`src/rtl/trap_controller.sv`:
```
// Machine-mode trap/mret sequencer and CSR file for the single-cycle core.
// Build option MTIMER_EN replaces the timer_irq pin with an internal mtime/mtimecmp timer.
module trap_controller #(
   parameter logic [31:0] RESET_MTVEC = 32'h0000_0100,
   parameter int unsigned SYNC_STAGES = 2
) (
   input  logic        clk,
   input  logic        rst_n,
   input  logic [31:0] pc_out,
   input  logic        instr_valid,
   input  logic        illegal_instr,
   input  logic        is_mret,
   input  logic        ext_irq,
`ifndef MTIMER_EN
   input  logic        timer_irq,
`endif
   input  logic        csr_we,
   input  logic [11:0] csr_addr,
   input  logic [31:0] csr_wdata,
   output logic [31:0] csr_rdata,
   output logic        epc_taken,
   output logic [31:0] epc,
   output logic        kill
);

   logic                   mstatus_mie_q, mstatus_mie_d;
   logic                   mstatus_mpie_q, mstatus_mpie_d;
   logic                   mie_meie_q, mie_meie_d;
   logic                   mie_mtie_q, mie_mtie_d;
   logic [31:0]            mtvec_q, mtvec_d;
   logic [31:0]            mepc_q, mepc_d;
   logic [31:0]            mcause_q, mcause_d;
   logic [SYNC_STAGES-1:0] sync_q, sync_d;

   logic        meip, mtip;
   logic        trap, mret, csr_wr;
   logic [31:0] trap_cause;

`ifdef MTIMER_EN
   logic [63:0] mtime_q, mtime_d;
   logic [63:0] mtimecmp_q, mtimecmp_d;
   logic        mtip_q, mtip_d;
   assign mtip = mtip_q;
`else
   assign mtip = timer_irq;
`endif

   assign meip = sync_q[SYNC_STAGES-1];

   // Trap decision; held off during reset so reset always wins over a trap.
   always_comb begin
      trap       = 1'b0;
      trap_cause = '0;
      if (rst_n && instr_valid) begin
         if (illegal_instr) begin
            trap       = 1'b1;
            trap_cause = 32'd2;
         end else if (mstatus_mie_q && mie_meie_q && meip) begin
            trap       = 1'b1;
            trap_cause = 32'h8000_000B;
         end else if (mstatus_mie_q && mie_mtie_q && mtip) begin
            trap       = 1'b1;
            trap_cause = 32'h8000_0007;
         end
      end
      mret      = rst_n && instr_valid && is_mret && !trap;
      csr_wr    = csr_we && !trap;
      kill      = trap;
      epc_taken = trap || mret;
      epc       = mret ? mepc_q : mtvec_q;
   end

   always_comb begin
      csr_rdata = '0;
      case (csr_addr)
         12'h300: csr_rdata = {24'd0, mstatus_mpie_q, 3'd0, mstatus_mie_q, 3'd0};
         12'h304: csr_rdata = {20'd0, mie_meie_q, 3'd0, mie_mtie_q, 7'd0};
         12'h305: csr_rdata = mtvec_q;
         12'h341: csr_rdata = mepc_q;
         12'h342: csr_rdata = mcause_q;
         12'h344: csr_rdata = {20'd0, meip, 3'd0, mtip, 7'd0};
`ifdef MTIMER_EN
         12'h7C0: csr_rdata = mtime_q[31:0];
         12'h7C1: csr_rdata = mtime_q[63:32];
         12'h7C2: csr_rdata = mtimecmp_q[31:0];
         12'h7C3: csr_rdata = mtimecmp_q[63:32];
`endif
         default: csr_rdata = '0;
      endcase
   end

   // Software writes first; trap/mret hardware updates then take precedence.
   always_comb begin
      mstatus_mie_d  = mstatus_mie_q;
      mstatus_mpie_d = mstatus_mpie_q;
      mie_meie_d     = mie_meie_q;
      mie_mtie_d     = mie_mtie_q;
      mtvec_d        = mtvec_q;
      mepc_d         = mepc_q;
      mcause_d       = mcause_q;
      sync_d         = {sync_q[SYNC_STAGES-2:0], ext_irq};
`ifdef MTIMER_EN
      mtime_d        = mtime_q + 64'd1;
      mtimecmp_d     = mtimecmp_q;
      mtip_d         = (mtime_q >= mtimecmp_q);
`endif
      if (csr_wr) begin
         case (csr_addr)
            12'h300: begin
               mstatus_mie_d  = csr_wdata[3];
               mstatus_mpie_d = csr_wdata[7];
            end
            12'h304: begin
               mie_meie_d = csr_wdata[11];
               mie_mtie_d = csr_wdata[7];
            end
            12'h305: mtvec_d  = csr_wdata & ~32'h3;
            12'h341: mepc_d   = csr_wdata & ~32'h3;
            12'h342: mcause_d = csr_wdata;
`ifdef MTIMER_EN
            12'h7C0: mtime_d    = {mtime_q[63:32], csr_wdata};
            12'h7C1: mtime_d    = {csr_wdata, mtime_q[31:0]};
            12'h7C2: mtimecmp_d = {mtimecmp_q[63:32], csr_wdata};
            12'h7C3: mtimecmp_d = {csr_wdata, mtimecmp_q[31:0]};
`endif
            default: ;
         endcase
      end
      if (trap) begin
         mepc_d         = pc_out & ~32'h3;
         mcause_d       = trap_cause;
         mstatus_mpie_d = mstatus_mie_q;
         mstatus_mie_d  = 1'b0;
      end else if (mret) begin
         mstatus_mie_d  = mstatus_mpie_q;
         mstatus_mpie_d = 1'b1;
      end
   end

   always_ff @(posedge clk) begin
      if (!rst_n) begin
         mstatus_mie_q  <= 1'b0;
         mstatus_mpie_q <= 1'b0;
         mie_meie_q     <= 1'b0;
         mie_mtie_q     <= 1'b0;
         mtvec_q        <= RESET_MTVEC;
         mepc_q         <= '0;
         mcause_q       <= '0;
         sync_q         <= '0;
`ifdef MTIMER_EN
         mtime_q        <= '0;
         mtimecmp_q     <= '1;
         mtip_q         <= 1'b0;
`endif
      end else begin
         mstatus_mie_q  <= mstatus_mie_d;
         mstatus_mpie_q <= mstatus_mpie_d;
         mie_meie_q     <= mie_meie_d;
         mie_mtie_q     <= mie_mtie_d;
         mtvec_q        <= mtvec_d;
         mepc_q         <= mepc_d;
         mcause_q       <= mcause_d;
         sync_q         <= sync_d;
`ifdef MTIMER_EN
         mtime_q        <= mtime_d;
         mtimecmp_q     <= mtimecmp_d;
         mtip_q         <= mtip_d;
`endif
      end
   end

endmodule

```
`config.mk`:
```
export PLATFORM = sky130hd
export DESIGN_NAME = trap_controller
export DESIGN_NICKNAME = d
export VERILOG_FILES = /design/src/rtl/trap_controller.sv
export SDC_FILE = /design/constraint.sdc
export NUM_CORES = 1
export LEC_CHECK = 0
export ABC_AREA = 0
export ABC_CLOCK_PERIOD_IN_PS = 1900
export BUFFER_PORTS_ARGS = -buffer_cell sky130_fd_sc_hd__buf_2
export CORE_MARGIN = 2
export CORE_UTILIZATION = 37
export DETAILED_ROUTE_END_ITERATION = 6
export PLACE_DENSITY_LB_ADDON = 0.25
export SYNTH_ARGS = -nofsm -noshare
export SYNTH_HDL_FRONTEND = slang
export SYNTH_SLANG_ARGS = --single-unit
```
`constraint.sdc`:
```
create_clock -name clk -period 1.9 [get_ports clk]
set_input_delay 0.19 -clock clk [delete_from_list [all_inputs] [get_ports clk]]
set_output_delay 0.19 -clock clk [all_outputs]
set_load 0.02 [all_outputs]
```
==> reports/qor.yml <==
timing:
  clock_skew_ns: 0.00658
  hold_viol_final: 0
  max_freq_ghz: 0.432
  fin_crit_ns: 2.32
  period_share: 1.22
  fin_hold_ws_ns: 0.0462
  finalSetupViolCount: 89
  grt_setup_unrepaired: "true"
  setup_ws_ns: -0.415
  tightest_slew_ns: 0.675
  slew_viol_final: 0
  slew_headroom: 0.550
  setup-tns-final_ns: -18.09
clock_tree:
  clk_pin_slew_ns: 0.07
  root_buffer: "clkbuf_16"
  clkSinkCount: 98
  numCtsBuffers: 9
  cts_buffer_depth: 2
  cts_tree: "built"
  h-tree-depth: 3
  worstSkewPairLatency_ns: 0.35
placed_design:
  pre_cts_ws_ns: -0.303
  portBuffers: 145
  finalWeightedCongestion: 0.831
  post-place-cells: 964
  dp_hpwl_mm: 12.2
synthesis:
  synthCells: 668
  synth_xor_area_frac: 0
  syn_area_um2: 5170
  ys_types: 47
  async_flop_share: 0
  synthFlopType: "dfxtp_1"
  post_synth.cell_area_avg_um2: 7.75
  yosysSeqAreaShare: 0.379
  synthMuxAreaShare: 0.0711
  synthAdderAreaFrac: 0
  synth-simple-area-share: 0.181
  synth_top_family_by_area: "compound AO/OA/AOI/OAI gates"
  synth_compound_area_frac: 0.303
  ys_warn_count: 0
  synth_edf_count: 0
  ys_ff_latch: 98
final_layout:
  nets: 931
  final_common_cell: "dfxtp_1"
  mostFrequentLayoutCells: "96 x dfxtp_1, 86 x a21oi_1, 79 x buf_2"
  antenna_cells: 0
  syn_to_final_growth_pct: 62.1
  fin_cells: 1032
  finish.utilization: 0.609
  drive_above_1_share: 0.474
critical_path:
  crit_arrival_ns: 2.13
  rrSetupSlack_ns: 0.10
  required_ns: 1.71
  crit_type: "flip-flop to output pin"
  rr_worst_depth: 7
  r2r-end: "mepc_q[27]$_SDFFE_PN0P_"
  critPathLaunch: "mie_meie_q$_SDFFE_PN0P_"
  r2r-start: "sync_q[1]$_SDFF_PN0_"
  cp_max_fo: 7
  worstSetupEndpointType: "output pin"
  startpoint_type: "flip-flop"
  crit_end: "epc[2]"
drt:
  drt-vias-per-instance: 6.19
  antenna_left: 0
  wl_per_cell_um: 22.4
  first_pass_iters: 5
  drc: 0
  route.vias.total: 6390
  drt_iter0_drc: 711
  wirelength_mm: 23.1
status:
  violations: "negative setup slack"
  status: "finished with violations"
global_routing:
  grt_max_degree: 44
  grt_pass1_wl_mm: 32.9
  overflow: 0
  track_usage: 0.286
  antenna_found_initial: 0
  grt_pass1_vias: 6123
die:
  num_rows: 43
  die_w_um: 122
  ios: 150
  design.core.area_um2: 13800
  dieArea_um2: 14900
  initial_core_util: 0.376
  chipHeight_um: 122
worst_hold_path:
  hp-class: "primary input to flip-flop"
  holdPathStages: 2
power_and_ir_drop:
  power_density_nw_per_um2: 546
  power_leakage_nw: 3.21
  ir_drop_v: 0.000412
job:
  drv_cap: 0
-- metrics by stage --
stage,power [mW],cell area [µm²]
after CTS,4.53,8020
after floorplan,2.39,5280
final,4.58,8390
after global placement,2.61,6370
after detailed placement,2.63,6370
after global routing,4.72,8390
-- worst min path at each step --
stage,from,endpoint,slack [ns]
after floorplan,ext_irq,sync_q[0]$_SDFF_PN0_,0.32
after global placement,ext_irq,sync_q[0]$_SDFF_PN0_,0.41
after detailed placement,ext_irq,sync_q[0]$_SDFF_PN0_,0.42
after CTS,ext_irq,sync_q[0]$_SDFF_PN0_,0.05
after global routing,ext_irq,sync_q[0]$_SDFF_PN0_,0.05
final,ext_irq,sync_q[0]$_SDFF_PN0_,0.05
-- flip-flops by register name, summed over array words and instances, names as in the netlist --
register        count
mtvec_q            30
mie_mtie_q          1
mstatus_mpie_q      1
mie_meie_q          1
sync_q              2
mcause_q           32
mstatus_mie_q       1
mepc_q             30
-- logic make-up after synthesis --
logic type | count (synthesis)
compound gates | 274
simple gates | 186
flops | 98
buf+inv | 76
mux | 33
other cells | 1
-- cell type report --
| type | count | area (µm²) |
|---|---|---|
| sequential | 98 | 1960 |
| timing repair buffer | 235 | 2410 |
| multi-input combinational | 497 | 3470 |
| clock inverter | 4 | 51.3 |
| fill | 1153 | 5380 |
| clock buffer | 12 | 246 |
| inverter | 6 | 25.0 |
| tap | 180 | 225 |
-- per-layer routing --
metal / wire, µm / share of wire / track usage / up-vias
met5: 0 / 0 / 0 / -
met4: 850 / 0.037 / 0.140 / 0
met3: 1980 / 0.086 / 0.0632 / 73
met2: 11200 / 0.48 / 0.481 / 399
met1: 9110 / 0.39 / 0.346 / 3092
li1: - / - / - / 2826
-- critical path, stage by stage, from the launching register on --
cell and delay, ns:
dfxtp_2 0.32, a22o_1 0.25, a21oi_2 0.15, and4_4 0.30
buf_12 0.13, buf_12 0.14, mux2_4 0.33, buf_6 0.14
-- what timing repair did --
action,CTS,global route
pin swaps,55,27
gates resized for setup,239,90
setup buffers,26,11
cloned,13,7
hold buffers,0,0
setup endpoints to repair,65,128
-- report_power, final --
| part | total [mW] | switching, mW | internal, mW |
|---|---|---|---|
| clock | 1.88 | 0.823 | 1.06 |
| sequential | 2.13 | 0.0388 | 2.09 |
| combinational | 0.569 | 0.341 | 0.228 |
-- synthesized netlist by cell type (all sizes together), types with 2 or more instances --
| cell | count | area [µm²] |
|---|---|---|
| nand2b | 2 | 12.5 |
| and2 | 5 | 31.3 |
| nand2 | 89 | 334 |
| dfxtp | 98 | 1960 |
| nor4 | 6 | 88.8 |
| a22o | 3 | 26.3 |
| or4 | 3 | 30.0 |
| o41ai | 2 | 17.5 |
| nand3b | 2 | 15.0 |
| a22oi | 28 | 210 |
| clkbuf | 46 | 176 |
| a31oi | 33 | 206 |
| o31ai | 5 | 37.5 |
| inv | 5 | 18.8 |
| or4b | 2 | 20.0 |
| o21ai | 96 | 488 |
| o211ai | 2 | 15.0 |
| mux2 | 30 | 338 |
| nand3 | 62 | 310 |
| nor4b | 2 | 17.5 |
| nand4 | 4 | 25.0 |
| mux2i | 3 | 30.0 |
| a21oi | 94 | 470 |
| and4 | 3 | 26.3 |
| o21a | 2 | 15.0 |
| buf | 24 | 139 |
| nor2 | 4 | 15.0 |
| a2bb2oi | 2 | 17.5 |
No activity file was read; power rests on OpenSTA's default activity.
